===== src/rtl/vga_slideshow_gen.sv =====
// VGA timing generator with framed-image slideshow fetched from an external ROM.
// Optional build macro VGA_BORDER_EN draws a 1-px red ring around the image window.
module vga_slideshow_gen #(
    parameter int unsigned H_ACTIVE = 800,
    parameter int unsigned H_FP     = 40,
    parameter int unsigned H_SYNC   = 128,
    parameter int unsigned H_BP     = 88,
    parameter int unsigned V_ACTIVE = 600,
    parameter int unsigned V_FP     = 1,
    parameter int unsigned V_SYNC   = 4,
    parameter int unsigned V_BP     = 23,
    parameter int unsigned SYNC_POS = 1,
    parameter int unsigned IMG_W    = 150,
    parameter int unsigned IMG_H    = 100,
    parameter int unsigned IMG_X    = 325,
    parameter int unsigned IMG_Y    = 250,
    parameter int unsigned NUM_IMGS = 4,
    parameter int unsigned ADDR_W   = 16,
    parameter int unsigned DEB_CYC  = 400000,
    parameter logic [7:0]  BG_RGB   = 8'hFF,
    localparam int unsigned IDX_W   = (NUM_IMGS > 1) ? $clog2(NUM_IMGS) : 1
) (
    input  logic              clk,
    input  logic              reset,
    input  logic              next_img,
    input  logic              prev_img,
    output logic [ADDR_W-1:0] rom_addr,
    input  logic [2:0]        rom_data,
    output logic [2:0]        red,
    output logic [2:0]        green,
    output logic [1:0]        blue,
    output logic              hsync,
    output logic              vsync,
    output logic [IDX_W-1:0]  img_idx,
    output logic              frame_strt
);

    localparam int unsigned H_TOT  = H_ACTIVE + H_FP + H_SYNC + H_BP;
    localparam int unsigned V_TOT  = V_ACTIVE + V_FP + V_SYNC + V_BP;
    localparam int unsigned HW     = $clog2(H_TOT);
    localparam int unsigned VW     = $clog2(V_TOT);
    localparam int unsigned IMG_SZ = IMG_W * IMG_H;
    localparam int unsigned DEB_W  = $clog2(DEB_CYC + 1);
    localparam logic        SYNC_ACT = (SYNC_POS != 0);

    // Stage 0: raster counters
    logic [HW-1:0] hcnt_q, hcnt_d;
    logic [VW-1:0] vcnt_q, vcnt_d;

    always_comb begin
        hcnt_d = hcnt_q + HW'(1);
        vcnt_d = vcnt_q;
        if (hcnt_q == HW'(H_TOT - 1)) begin
            hcnt_d = '0;
            vcnt_d = (vcnt_q == VW'(V_TOT - 1)) ? '0 : vcnt_q + VW'(1);
        end
    end

    logic sof0, win0, hs0, vs0;

    always_comb begin
        sof0 = (hcnt_q == '0) && (vcnt_q == '0);
        win0 = (hcnt_q >= HW'(IMG_X)) && (hcnt_q < HW'(IMG_X + IMG_W)) &&
               (vcnt_q >= VW'(IMG_Y)) && (vcnt_q < VW'(IMG_Y + IMG_H));
        hs0  = (hcnt_q >= HW'(H_ACTIVE + H_FP)) && (hcnt_q < HW'(H_ACTIVE + H_FP + H_SYNC));
        vs0  = (vcnt_q >= VW'(V_ACTIVE + V_FP)) && (vcnt_q < VW'(V_ACTIVE + V_FP + V_SYNC));
    end

`ifdef VGA_BORDER_EN
    localparam logic [7:0] BORDER_RGB = 8'hE0;
    logic brd0, brd1_q;
    logic h_span, v_span, h_edge, v_edge;

    // Ring one pixel outside the window on every side, corners included
    always_comb begin
        h_span = (hcnt_q >= HW'(IMG_X - 1)) && (hcnt_q <= HW'(IMG_X + IMG_W));
        v_span = (vcnt_q >= VW'(IMG_Y - 1)) && (vcnt_q <= VW'(IMG_Y + IMG_H));
        h_edge = (hcnt_q == HW'(IMG_X - 1)) || (hcnt_q == HW'(IMG_X + IMG_W));
        v_edge = (vcnt_q == VW'(IMG_Y - 1)) || (vcnt_q == VW'(IMG_Y + IMG_H));
        brd0   = (h_span && v_edge) || (v_span && h_edge);
    end
`endif

    // ROM addressing: running offset restarts at frame start, saturates at the image end
    logic [IDX_W-1:0]  img_idx_q, img_idx_d;
    logic [ADDR_W-1:0] off_q, off_d, off_cur, base, addr_q, addr_d;

    always_comb begin
        off_cur = sof0 ? '0 : off_q;
        off_d   = off_cur;
        if (win0 && (off_cur != ADDR_W'(IMG_SZ - 1))) begin
            off_d = off_cur + ADDR_W'(1);
        end
        base   = ADDR_W'(img_idx_q) * ADDR_W'(IMG_SZ);
        addr_d = base + off_cur;
    end

    // Button synchroniser + debounce; bit 0 = next, bit 1 = prev
    logic [1:0]       btn_meta_q, btn_sync_q, deb_q, deb_d, rise;
    logic [DEB_W-1:0] deb_cnt_q [2];
    logic [DEB_W-1:0] deb_cnt_d [2];

    always_comb begin
        for (int i = 0; i < 2; i++) begin
            deb_d[i]     = deb_q[i];
            deb_cnt_d[i] = '0;
            if (btn_sync_q[i] != deb_q[i]) begin
                if (deb_cnt_q[i] == DEB_W'(DEB_CYC - 1)) begin
                    deb_d[i] = btn_sync_q[i];
                end else begin
                    deb_cnt_d[i] = deb_cnt_q[i] + DEB_W'(1);
                end
            end
        end
        rise = deb_d & ~deb_q;
    end

    // Pending requests: conflicting ones cancel, otherwise applied at frame start
    logic pend_next_q, pend_next_d, pend_prev_q, pend_prev_d;
    logic pn, pp;

    always_comb begin
        pn          = pend_next_q | rise[0];
        pp          = pend_prev_q | rise[1];
        img_idx_d   = img_idx_q;
        pend_next_d = pn;
        pend_prev_d = pp;
        if (pn && pp) begin
            pend_next_d = 1'b0;
            pend_prev_d = 1'b0;
        end else if (sof0) begin
            if (pn) begin
                img_idx_d = (img_idx_q == IDX_W'(NUM_IMGS - 1)) ? '0 : img_idx_q + IDX_W'(1);
            end else if (pp) begin
                img_idx_d = (img_idx_q == '0) ? IDX_W'(NUM_IMGS - 1) : img_idx_q - IDX_W'(1);
            end
            pend_next_d = 1'b0;
            pend_prev_d = 1'b0;
        end
    end

    // Stage 2: pixel colour and sync polarity
    logic       win1_q, hs1_q, vs1_q, sof1_q;
    logic [7:0] rgb_q, rgb_d;
    logic       hsync_q, vsync_q, frame_strt_q;

    always_comb begin
        rgb_d = BG_RGB;
        if (win1_q) begin
            rgb_d = {{3{rom_data[2]}}, {3{rom_data[1]}}, {2{rom_data[0]}}};
`ifdef VGA_BORDER_EN
        end else if (brd1_q) begin
            rgb_d = BORDER_RGB;
`endif
        end
    end

    always_ff @(posedge clk) begin
        if (reset) begin
            hcnt_q       <= '0;
            vcnt_q       <= '0;
            off_q        <= '0;
            addr_q       <= '0;
            img_idx_q    <= '0;
            btn_meta_q   <= '0;
            btn_sync_q   <= '0;
            deb_q        <= '0;
            for (int i = 0; i < 2; i++) deb_cnt_q[i] <= '0;
            pend_next_q  <= 1'b0;
            pend_prev_q  <= 1'b0;
            win1_q       <= 1'b0;
            hs1_q        <= 1'b0;
            vs1_q        <= 1'b0;
            sof1_q       <= 1'b0;
`ifdef VGA_BORDER_EN
            brd1_q       <= 1'b0;
`endif
            rgb_q        <= BG_RGB;
            hsync_q      <= ~SYNC_ACT;
            vsync_q      <= ~SYNC_ACT;
            frame_strt_q <= 1'b0;
        end else begin
            hcnt_q       <= hcnt_d;
            vcnt_q       <= vcnt_d;
            off_q        <= off_d;
            addr_q       <= addr_d;
            img_idx_q    <= img_idx_d;
            btn_meta_q   <= {prev_img, next_img};
            btn_sync_q   <= btn_meta_q;
            deb_q        <= deb_d;
            for (int i = 0; i < 2; i++) deb_cnt_q[i] <= deb_cnt_d[i];
            pend_next_q  <= pend_next_d;
            pend_prev_q  <= pend_prev_d;
            win1_q       <= win0;
            hs1_q        <= hs0;
            vs1_q        <= vs0;
            sof1_q       <= sof0;
`ifdef VGA_BORDER_EN
            brd1_q       <= brd0;
`endif
            rgb_q        <= rgb_d;
            hsync_q      <= hs1_q ? SYNC_ACT : ~SYNC_ACT;
            vsync_q      <= vs1_q ? SYNC_ACT : ~SYNC_ACT;
            frame_strt_q <= sof1_q;
        end
    end

    assign rom_addr   = addr_q;
    assign red        = rgb_q[7:5];
    assign green      = rgb_q[4:2];
    assign blue       = rgb_q[1:0];
    assign hsync      = hsync_q;
    assign vsync      = vsync_q;
    assign img_idx    = img_idx_q;
    assign frame_strt = frame_strt_q;

endmodule

===== config.mk =====
export PLATFORM = sky130hd
export DESIGN_NAME = vga_slideshow_gen
export DESIGN_NICKNAME = d
export VERILOG_FILES = /design/src/rtl/vga_slideshow_gen.sv
export SDC_FILE = /design/constraint.sdc
export NUM_CORES = 1
export LEC_CHECK = 0
export ABC_CLOCK_PERIOD_IN_PS = 6290
export CAP_MARGIN = 5
export CORE_MARGIN = 3
export CORE_UTILIZATION = 40
export CTS_BUF_LIST = sky130_fd_sc_hd__clkbuf_8
export CTS_CLUSTER_DIAMETER = 150
export DETAILED_ROUTE_END_ITERATION = 10
export SYNTH_ARGS = -nofsm -noshare
export SYNTH_HDL_FRONTEND = slang
export SYNTH_SLANG_ARGS = --single-unit

===== constraint.sdc =====
create_clock -name clk -period 6.29 [get_ports clk]
set_clock_uncertainty 0.1 [all_clocks]
set_input_delay 1.887 -clock clk [delete_from_list [all_inputs] [get_ports clk]]
set_output_delay 1.887 -clock clk [all_outputs]
set_load 0.02 [all_outputs]

==> results.txt <==
- Num CTS Buffers: 9
- The clock tree synthesis step divided the H-tree into 3 levels.
* Depth of the worst hold-timing path: 1
* Critical path required time: approximately 6.5 ns
* Starting Density: 41.2%
- Top achievable clock speed: roughly 200 MHz
- After detailed routing, the number of remaining DRC violations is 0.
* Worst slew pin tran: between 0.8 and 0.9 ns
- Parity-gate share of the synthesized area counting xor and xnor cells: 12.1%
- The routed design has between 10000 and 15000 µm of wire.
- Max Cap Violations: 0
- Final net count: about 700
- 0 antenna diodes ended up in the layout.
* Commonest cells after routing, fill and taps aside: sky130_fd_sc_hd__dfxtp_1, sky130_fd_sc_hd__nor2_1, sky130_fd_sc_hd__nand2_1
* Sum of overflow across all layers after global routing: 0
* Delay of the slowest critical-path stage: 0.65 ns
- The die covers between 15000 and 20000 µm².
- Slowest cell on the critical path: sky130_fd_sc_hd__or4b_1
- FP Rows: between 40 and 50
* Netlist area before placement: 5500 µm²
- Main synth FF type: sky130_fd_sc_hd__dfxtp_1
- The number of hold buffers added after CTS was 0.
* Number of buffer and inverter instances along the worst setup path: 0
* Largest net degree at the start of global routing: 33
- Setup violations remaining at the end of the flow were counted as 0.
- By area, the combinational part of the netlist is dominated by simple AND/OR/NAND/NOR gates.
- Summing internal, switching and leakage power gives between 1 and 1.5 mW.
* Pwr per Cell Area: around 180 nW/µm²
- Data on the critical path arrives at its endpoint at about 5.2 ns.
- Global-route wire length before repair: between 15000 and 20000 µm
- Routed wirelength normalized by instance count: about 13 µm
- In this run the most critical hold path is launched from vs1_q.
- HPWL Detailed: a little over 8000 µm
* FF+latch count, synth: ~110
- Part of the cycle the worst path needs: approximately four fifths
- The first TritonRoute pass finished after 4 iterations.
- Of the total synthesized cell area, the portion taken by full adders, half adders and majority gates is under 10%.
- The flow ran to the end, and the final reports show no timing, DRC or antenna violations.
- IR drop worst, VDD: approximately 0.000086 V
- Kind of end point of the critical path: register
- Total via count after detailed routing: 4283
* Per-instance average area after synthesis: 8.41 µm²
* RD Place Congestion: 0.825
- Cell-by-cell trace of the critical path: or4_4, or4b_1, or2_1, and2_1, ha_1, ha_1, or2_2, maj3_1, a21oi_1, a21oi_1, o211ai_1, a211oi_1, or3_1, a21oi_1
* Post-synthesis net count: around 680
- In this run, synthesis inferred 0 flip-flops with an integrated enable.
- Via count of the first global-routing pass: 4181
- Synthesis-to-layout area growth: 10.4%
* Setup TNS after final layout: 0 ns
- Antenna violations before repair: 0
* Count of instances resized after the clock tree is built: 0
- Worst Hold End: vsync
- Tightest slew margin relative to the limit: about two fifths
- After synthesis, the share of cell area in mux cells is 0.546%.
- Cell count after synthesis: 654
* Core region area: between 10000 and 15000 µm²
- The worst hold path belongs to the class register to register.
* CTS tree: done
- Clock transition time at the flip-flop clock pins of the worst setup and hold paths: roughly 0.090 ns
- The endpoint identified for the worst register-to-register timing path is rom_addr[15].
- The final count of pins violating max slew is 0.
- Critical path type: register to register
- Share of synthesized cell area in and, or, nand and nor gates: between 20 and 30%
* CTS sink count: 111
- The clock passes through at most 2 buffers.
* Share of cells above drive strength 1: under 10%
* LEAKAGE: approximately 2.1 nW
* RSZ-0062 raised after global routing: false
- Dividing the detail-routed via count by the number of cells gives around 5.
* Flop-to-flop setup slack: between 1 and 1.5 ns
- The worst setup path is launched from a register.
- Register-to-Register Path Depth: 14
* Remaining number of nets flagged by the antenna check after routing: 0
- Overall die width: about 120 µm
- Most common cell after layout, fill and taps aside: sky130_fd_sc_hd__dfxtp_1
- Summing the areas of all compound-gate instances in the mapped netlist gives 9.65% of the synthesized area.
* Most used cell, CP: sky130_fd_sc_hd__a21oi_1
- Sequential elements use about two fifths of the synthesized area.
- Total GRT Usage: between 10% and 20%
* Unique masters post-synth: 64
- At the later pin of the worst-skew pair, clock insertion delay measures 0.38 ns.
- Final count of hold timing violations: 0
* Die Span Y: between 100 and 150 µm
- After layout, the minimum clock period comes to around 5.0 ns.
- Clock tree root buffer cell: sky130_fd_sc_hd__clkbuf_8
* Ys Warns: 0
- Post-synthesis async set-or-reset flop share: 0%
- Once the clock tree was built, the setup fixing pass inserted 0 buffers.
* Number of violations reported at the end of detailed-routing iteration 0: 271
- During placement, the flow inserted port buffers numbering 35.
- Ports placed on the boundary: 36
- The worst register-to-register path begins at hcnt_q[9].
- Worst-path maximum fanout: 29
* Kind of cell with the highest combined delay on the critical path: simple AND/OR/NAND/NOR gates
logic make-up after synthesis:
kind of cell             Yosys count
adder cells (fa/ha/maj)           26
AO/OA/AOI/OAI                     79
flip-flops                       111
buffers and inverters             55
multiplexers                       3
XOR/XNOR                          76
AND/OR/NAND/NOR                  304
cell usage after synthesis, types with 3 or more instances:
| cell type | instances | share of area, % |
|---|---|---|
| sky130_fd_sc_hd__a21o_1 | 5 | 0.68 |
| sky130_fd_sc_hd__nand3_1 | 30 | 2.7 |
| sky130_fd_sc_hd__mux2i_1 | 3 | 0.55 |
| sky130_fd_sc_hd__xnor2_1 | 45 | 7.2 |
| sky130_fd_sc_hd__buf_4 | 5 | 0.68 |
| sky130_fd_sc_hd__maj3_1 | 3 | 0.55 |
| sky130_fd_sc_hd__ha_1 | 23 | 5.2 |
| sky130_fd_sc_hd__nor3_1 | 17 | 1.5 |
| sky130_fd_sc_hd__nor4_1 | 11 | 1.3 |
| sky130_fd_sc_hd__nand2_1 | 58 | 4.0 |
| sky130_fd_sc_hd__o21a_1 | 3 | 0.41 |
| sky130_fd_sc_hd__and2_1 | 15 | 1.7 |
| sky130_fd_sc_hd__o31a_1 | 3 | 0.48 |
| sky130_fd_sc_hd__or2_2 | 4 | 0.45 |
| sky130_fd_sc_hd__o21ai_0 | 18 | 1.6 |
| sky130_fd_sc_hd__nand4_1 | 12 | 1.4 |
| sky130_fd_sc_hd__a31oi_1 | 3 | 0.34 |
| sky130_fd_sc_hd__clkbuf_1 | 23 | 1.6 |
| sky130_fd_sc_hd__nor2b_1 | 14 | 1.6 |
| sky130_fd_sc_hd__xor2_1 | 31 | 4.9 |
| sky130_fd_sc_hd__or3_1 | 11 | 1.3 |
| sky130_fd_sc_hd__a21oi_1 | 20 | 1.8 |
| sky130_fd_sc_hd__dfxtp_1 | 111 | 40 |
| sky130_fd_sc_hd__inv_1 | 23 | 1.6 |
| sky130_fd_sc_hd__nor2_1 | 105 | 7.2 |
| sky130_fd_sc_hd__nand2b_1 | 5 | 0.57 |
| sky130_fd_sc_hd__a211oi_1 | 7 | 0.96 |
| sky130_fd_sc_hd__and3_1 | 4 | 0.45 |
final cells by class:
| type | instances | area [µm²] |
|---|---|---|
| clock buffers | 10 | 138 |
| fillers | 1311 | 7270 |
| well taps | 176 | 220 |
| repair buffers | 36 | 353 |
| multi-input cells | 488 | 3040 |
| inverters | 23 | 86.3 |
| flip-flops and latches | 111 | 2220 |
| clock inverters | 2 | 12.5 |
state kept, by name, indices dropped and copies added (netlist names), 2 cells and up:
signal      flops
btn_meta_q      2
btn_sync_q      2
deb_cnt_q      38
deb_q           2
hcnt_q         11
img_idx         2
off_q          16
rgb_q           3
rom_addr       16
vcnt_q         10
where the power goes:
part	leakage (nW)	switching, mW	internal, mW
Clock	0.0813	0.224	0.146
Sequential	0.896	0.00384	0.706
Combinational	1.15	0.0288	0.0118
Total	2.13	0.257	0.864
metrics by stage:
step	worst slack [ns]	std cells	area (µm²)	hold WS, ns	utilization, %
after global placement	1.41	834	5920	0.327	44.4
final	1.30	846	6070	0.349	45.5
after floorplan	1.66	654	5500	0.314	-
after detailed placement	1.34	834	5920	0.327	44.4
after CTS	1.32	846	6070	0.348	45.5
after global routing	0.960	846	6070	0.374	45.5
worst max-delay path by stage:
stage,startpoint,to,slack (ns),depth (start not counted)
after floorplan,hcnt_q[9],rom_addr[15],1.66,18
after global placement,hcnt_q[9],rom_addr[15],1.41,14
after detailed placement,hcnt_q[9],rom_addr[15],1.34,14
after CTS,hcnt_q[9],rom_addr[15],1.32,14
after global routing,hcnt_q[6],rom_addr[15],0.96,14
final,hcnt_q[9],rom_addr[15],1.30,14
layer usage:
layer / vias to the layer above / GRT usage (%) / wire, µm / share of wire [%]
met1: 1974 / 20.3 / 5360 / 48
li1: 2235 / - / - / -
met5: - / 0 / 0 / 0
met3: 11 / 3.89 / 367 / 3.3
met2: 63 / 26.1 / 5310 / 47
met4: 0 / 5.81 / 148 / 1.3
(Power assumes the default switching activity.)
